`src/rtl/endecoder_arb.sv`:
```
// Round-robin arbiter/sequencer sharing one endecoder_core between requesters A and B.
// Define ENDEC_ARB_STATS_EN to add saturating per-requester and timeout statistics counters.
module endecoder_arb #(
    parameter int TIMEOUT_CYC = 16,
    parameter int CNT_W       = 8
) (
    input  logic       clk_i,
    input  logic       rst_i,
    input  logic       a_valid_i,
    output logic       a_ready_o,
    input  logic [3:0] a_code_i,
    input  logic [3:0] a_key_i,
    input  logic       a_mode_i,
    input  logic       b_valid_i,
    output logic       b_ready_o,
    input  logic [3:0] b_code_i,
    input  logic [3:0] b_key_i,
    input  logic       b_mode_i,
    output logic [3:0] core_code_o,
    output logic [3:0] core_key_o,
    output logic       core_mode_o,
    output logic       core_start_o,
    input  logic [3:0] core_code_i,
    input  logic       core_done_i,
    output logic       rsp_valid_o,
    input  logic       rsp_ready_i,
    output logic [3:0] rsp_code_o,
    output logic       rsp_id_o,
    output logic       rsp_err_o
`ifdef ENDEC_ARB_STATS_EN
    ,
    output logic [CNT_W-1:0] stat_a_o,
    output logic [CNT_W-1:0] stat_b_o,
    output logic [CNT_W-1:0] stat_to_o
`endif
);

    localparam logic [1:0] IDLE  = 2'd0;
    localparam logic [1:0] ISSUE = 2'd1;
    localparam logic [1:0] WAIT  = 2'd2;
    localparam logic [1:0] RESP  = 2'd3;

    logic [1:0] state_q, state_d;
    logic       last_grant_q, last_grant_d;
    logic [3:0] core_code_q, core_code_d;
    logic [3:0] core_key_q, core_key_d;
    logic       core_mode_q, core_mode_d;
    logic [3:0] rsp_code_q, rsp_code_d;
    logic       rsp_id_q, rsp_id_d;
    logic       rsp_err_q, rsp_err_d;
    logic [7:0] cnt_q, cnt_d;
    logic       grant_a, grant_b, rsp_hs;

    // Ready is masked during reset so a held valid never looks accepted.
    assign grant_a = !rst_i && (state_q == IDLE) && a_valid_i && (!b_valid_i || last_grant_q);
    assign grant_b = !rst_i && (state_q == IDLE) && b_valid_i && (!a_valid_i || !last_grant_q);
    assign rsp_hs  = (state_q == RESP) && rsp_ready_i;

    assign a_ready_o    = grant_a;
    assign b_ready_o    = grant_b;
    assign core_code_o  = core_code_q;
    assign core_key_o   = core_key_q;
    assign core_mode_o  = core_mode_q;
    assign core_start_o = (state_q == ISSUE);
    assign rsp_valid_o  = (state_q == RESP);
    assign rsp_code_o   = rsp_code_q;
    assign rsp_id_o     = rsp_id_q;
    assign rsp_err_o    = rsp_err_q;

    always_comb begin
        state_d      = state_q;
        last_grant_d = last_grant_q;
        core_code_d  = core_code_q;
        core_key_d   = core_key_q;
        core_mode_d  = core_mode_q;
        rsp_code_d   = rsp_code_q;
        rsp_id_d     = rsp_id_q;
        rsp_err_d    = rsp_err_q;
        cnt_d        = cnt_q;
        case (state_q)
            IDLE: begin
                if (grant_a) begin
                    core_code_d = a_code_i;
                    core_key_d  = a_key_i;
                    core_mode_d = a_mode_i;
                    rsp_id_d    = 1'b0;
                    state_d     = ISSUE;
                end else if (grant_b) begin
                    core_code_d = b_code_i;
                    core_key_d  = b_key_i;
                    core_mode_d = b_mode_i;
                    rsp_id_d    = 1'b1;
                    state_d     = ISSUE;
                end
            end
            ISSUE: begin
                cnt_d   = 8'(TIMEOUT_CYC - 1);
                state_d = WAIT;
            end
            WAIT: begin
                // A done arriving on the last allowed cycle still beats the timeout.
                if (core_done_i) begin
                    rsp_code_d = core_code_i;
                    rsp_err_d  = 1'b0;
                    state_d    = RESP;
                end else if (cnt_q == 8'd0) begin
                    rsp_code_d = 4'h0;
                    rsp_err_d  = 1'b1;
                    state_d    = RESP;
                end else begin
                    cnt_d = cnt_q - 8'd1;
                end
            end
            RESP: begin
                if (rsp_ready_i) begin
                    last_grant_d = rsp_id_q;
                    state_d      = IDLE;
                end
            end
            default: state_d = IDLE;
        endcase
    end

    always_ff @(posedge clk_i or posedge rst_i) begin
        if (rst_i) begin
            state_q      <= IDLE;
            last_grant_q <= 1'b1;
            core_code_q  <= 4'h0;
            core_key_q   <= 4'h0;
            core_mode_q  <= 1'b0;
            rsp_code_q   <= 4'h0;
            rsp_id_q     <= 1'b0;
            rsp_err_q    <= 1'b0;
            cnt_q        <= 8'd0;
        end else begin
            state_q      <= state_d;
            last_grant_q <= last_grant_d;
            core_code_q  <= core_code_d;
            core_key_q   <= core_key_d;
            core_mode_q  <= core_mode_d;
            rsp_code_q   <= rsp_code_d;
            rsp_id_q     <= rsp_id_d;
            rsp_err_q    <= rsp_err_d;
            cnt_q        <= cnt_d;
        end
    end

`ifdef ENDEC_ARB_STATS_EN
    logic [CNT_W-1:0] stat_a_q, stat_b_q, stat_to_q;

    // Counters saturate at all-ones rather than wrapping.
    always_ff @(posedge clk_i or posedge rst_i) begin
        if (rst_i) begin
            stat_a_q  <= '0;
            stat_b_q  <= '0;
            stat_to_q <= '0;
        end else if (rsp_hs) begin
            if (!rsp_id_q && (stat_a_q != '1)) stat_a_q <= stat_a_q + CNT_W'(1);
            if (rsp_id_q && (stat_b_q != '1)) stat_b_q <= stat_b_q + CNT_W'(1);
            if (rsp_err_q && (stat_to_q != '1)) stat_to_q <= stat_to_q + CNT_W'(1);
        end
    end

    assign stat_a_o  = stat_a_q;
    assign stat_b_o  = stat_b_q;
    assign stat_to_o = stat_to_q;
`else
    logic unused_hs;
    assign unused_hs = rsp_hs;
`endif

endmodule

```
`config.mk`:
```
export PLATFORM = sky130hd
export DESIGN_NAME = endecoder_arb
export DESIGN_NICKNAME = d
export VERILOG_FILES = /design/src/rtl/endecoder_arb.sv
export SDC_FILE = /design/constraint.sdc
export NUM_CORES = 1
export LEC_CHECK = 0
export CAP_MARGIN = 20
export CORE_UTILIZATION = 24
export CTS_CLUSTER_DIAMETER = 30
export DETAILED_ROUTE_END_ITERATION = 10
export PLACE_DENSITY = 0.52
export SLEW_MARGIN = 20
export SYNTH_ARGS = -nofsm -noshare
export SYNTH_HDL_FRONTEND = slang
export SYNTH_SLANG_ARGS = --single-unit
```
`constraint.sdc`:
```
create_clock -name clk_i -period 5.8 [get_ports clk_i]
set_clock_uncertainty 0.2 [all_clocks]
set_input_delay 1.16 -clock clk_i [delete_from_list [all_inputs] [get_ports clk_i]]
set_output_delay 1.16 -clock clk_i [all_outputs]
set_load 0.1 [all_outputs]
```
==> impl_metrics.env <==
export IMPL_antenna_left=0
export IMPL_post_synth_main_area_contributors="dfrtp_1, mux2i_1, ha_1"
export IMPL_cts_buffers=3
export IMPL_tightest_slew_ns=0.9850
export IMPL_synth_area_um2=1401
export IMPL_hold_viol=0
export IMPL_tns_ns=0
export IMPL_end_kind="primary output"
export IMPL_avgSynthCellArea_um2=10.08
export IMPL_grt_pass1_vias=1113
export IMPL_vias=1173
export IMPL_critPathMaxFanout=11
export IMPL_grt_max_degree=28
export IMPL_cp_num_buf_inv=3
export IMPL_ys_seq_elements=26
export IMPL_die_x_um=78.41
export IMPL_initial_core_util=0.2514
export IMPL_drc=0
export IMPL_dr_first_iter_drc_count=42
export IMPL_ys_types=36
export IMPL_clkTransAtPathRegs_ns=0.08
export IMPL_dr_pass1_iters=4
export IMPL_status="completed"
export IMPL_hold_class="register to register"
export IMPL_dpl_hpwl_mm=2.156
export IMPL_grt_pass1_wl_mm=5.057
export IMPL_syn_num_nets=173
export IMPL_rows=27
export IMPL_criticalPathCategory="primary input to primary output"
export IMPL_cts_tree="built"
export IMPL_setup_violations=0
export IMPL_dieArea_um2=6148
export IMPL_slowest_stage="nand3_1"
export IMPL_drive_above_1_share=0.08696
export IMPL_cp_cell_sequence="clkdlybuf4s50_1, nor2b_1, nand3_1, inv_1, buf_4"
export IMPL_routed_wl_mm=2.959
export IMPL_synth_top_cell_area_share=0.4464
export IMPL_start_kind="primary input"
export IMPL_pin_count=47
export IMPL_cts_setup_buffers=0
export IMPL_syn_inst=139
export IMPL_layout_min_cycle_time_ns=4.075
export IMPL_arrival_ns=2.71
export IMPL_slowest_delay_ns=0.49
export IMPL_gp_congestion=0.7262
export IMPL_seq_area_frac_synth=0.4652
export IMPL_antenna_found_initial=0
export IMPL_grt_overflow=0
export IMPL_rsz0062_at_grt="false"
export IMPL_wire_per_inst_um=11.56
export IMPL_coreArea_um2=5574
export IMPL_h_tree_depth=1
export IMPL_cts_sinks=26
export IMPL_area_growth_pct=41.43
export IMPL_hold_buffers=0
export IMPL_cts_resized=0
export IMPL_synth_largest_area_cell="dfrtp_1"
export IMPL_vias_per_cell=4.582
export IMPL_maxSlewHeadroom=0.3413
export IMPL_root_buffer="clkbuf_8"
export IMPL_clock_path_buffers=2
export IMPL_required_ns=4.44
export IMPL_finalMaxSlewViolations=0
export IMPL_portBuffers=46
export IMPL_crit_family="buffers and inverters"
export IMPL_clock_latency_ns=0.27
export IMPL_synth_warning_count=0
export IMPL_fin_crit_sh=0.7025
export IMPL_fin_nets=219
export IMPL_diodes=0
export IMPL_max_freq_ghz=0.2454
export IMPL_die_y_um=78.41
export IMPL_grt_total_usage=0.1017
export IMPL_drv_cap=0
## worst register-to-register path, cell delays in order, from the launching register on
cell and delay, ns:
dfrtp_1 0.44, inv_1 0.09, ha_1 0.19, nor3b_2 0.16
a21oi_2 0.56, a221oi_2 0.20, mux2_1 0.34
## state kept, by name, indices dropped and copies added (netlist names)
| register | flops |
|---|---|
| core_mode_o | 1 |
| last_grant_q | 1 |
| core_key_o | 4 |
| rsp_err_o | 1 |
| rsp_code_o | 4 |
| state_q | 2 |
| core_code_o | 4 |
| cnt_q | 8 |
| rsp_id_o | 1 |
## cell type report
cell class	instances	area (µm²)
clock buffers	4	55.05
well taps	72	90.09
fillers	568	3592
multi-input cells	99	691.9
inverters	8	30.03
repair buffers	47	462.9
flip-flops and latches	26	651.9
## final timing paths
check / start / to / slack, ns / depth (start not counted)
max: rst_i / b_ready_o / 1.73 / 5
min: rsp_code_o[3]$_DFFE_PP0P_ / rsp_code_o[3]$_DFFE_PP0P_ / 0.30 / 1
max reg2reg: cnt_q[0]$_DFFE_PP0P_ / state_q[1]$_DFFE_PP0P_ / 3.52 / 6
min reg2reg: rsp_code_o[3]$_DFFE_PP0P_ / rsp_code_o[3]$_DFFE_PP0P_ / 0.30 / 1
max in group asynchronous: rst_i / last_grant_q$_DFFE_PP1P_ / 4.03 / 3
min in group asynchronous: rst_i / state_q[0]$_DFFE_PP0P_ / 1.08 / 3
## cells in the final DEF, fill, tap and decap left out, types with 3 or more instances in the layout
cell type / instances
dfrtp_1: 25
mux2i_1: 9
nand2b_1: 6
clkdlybuf4s50_1: 44
buf_4: 3
nor2_1: 10
clkbuf_8: 4
nor2b_1: 4
inv_1: 8
nand3_1: 5
nand2_1: 15
a32o_1: 4
o21ai_0: 11
a311oi_1: 3
nand4_1: 3
ha_1: 6
## logic make-up (layout without fill, tap and decap cells)
logic type,after synthesis,in the layout,synth area share
buf+inv,14,59,0.04107
fa+ha+maj,6,6,0.05357
flops,26,26,0.4652
simple gates,53,53,0.2009
mux,11,11,0.08036
compound gates,29,29,0.1589
## per-layer routing
layer | track usage | up-vias | share of wire | wire, µm
met5 | 0 | - | 0 | 0
met4 | 0.02778 | 0 | 0.011 | 32
met3 | 0.02442 | 5 | 0.048 | 141
met2 | 0.1667 | 28 | 0.45 | 1337
met1 | 0.1330 | 547 | 0.49 | 1447
li1 | - | 593 | - | -
## cell usage after synthesis
master / number
mux2i_1: 9
a31o_2: 2
a41o_1: 1
a311oi_1: 3
a41oi_1: 1
nor4_1: 1
nor2_1: 10
a21oi_2: 1
clkbuf_1: 4
nor2b_1: 4
nand3_1: 5
a22oi_1: 1
a31o_1: 1
and2_1: 1
a32o_1: 4
and3_1: 1
inv_1: 8
buf_4: 1
nor3b_2: 1
buf_2: 1
a21oi_1: 1
nor4_2: 2
o21ai_0: 11
nand2_1: 15
mux2_2: 1
nor3b_1: 2
a311o_1: 1
a221oi_2: 1
mux2_1: 1
nand4_1: 3
dfrtp_1: 25
nor3_1: 2
ha_1: 6
dfstp_2: 1
o32a_1: 1
nand2b_1: 6
## per-stage QoR
step	hold WS, ns	std cells	setup slack, ns	area (µm²)	utilization
2_1_floorplan	0.3116	139	1.984	1401	-
3_3_place_gp	0.2830	252	1.675	1927	0.3457
3_5_place_dp	0.2843	252	1.678	1927	0.3457
4_1_cts	0.3062	256	1.657	1982	0.3556
5_1_grt	0.3209	256	1.532	1982	0.3556
6_report	0.2994	256	1.725	1982	0.3556
Power is left out: the tool's default activity adds up to more than one toggle a clock period on the data nets, which glitch-free logic cannot reach.
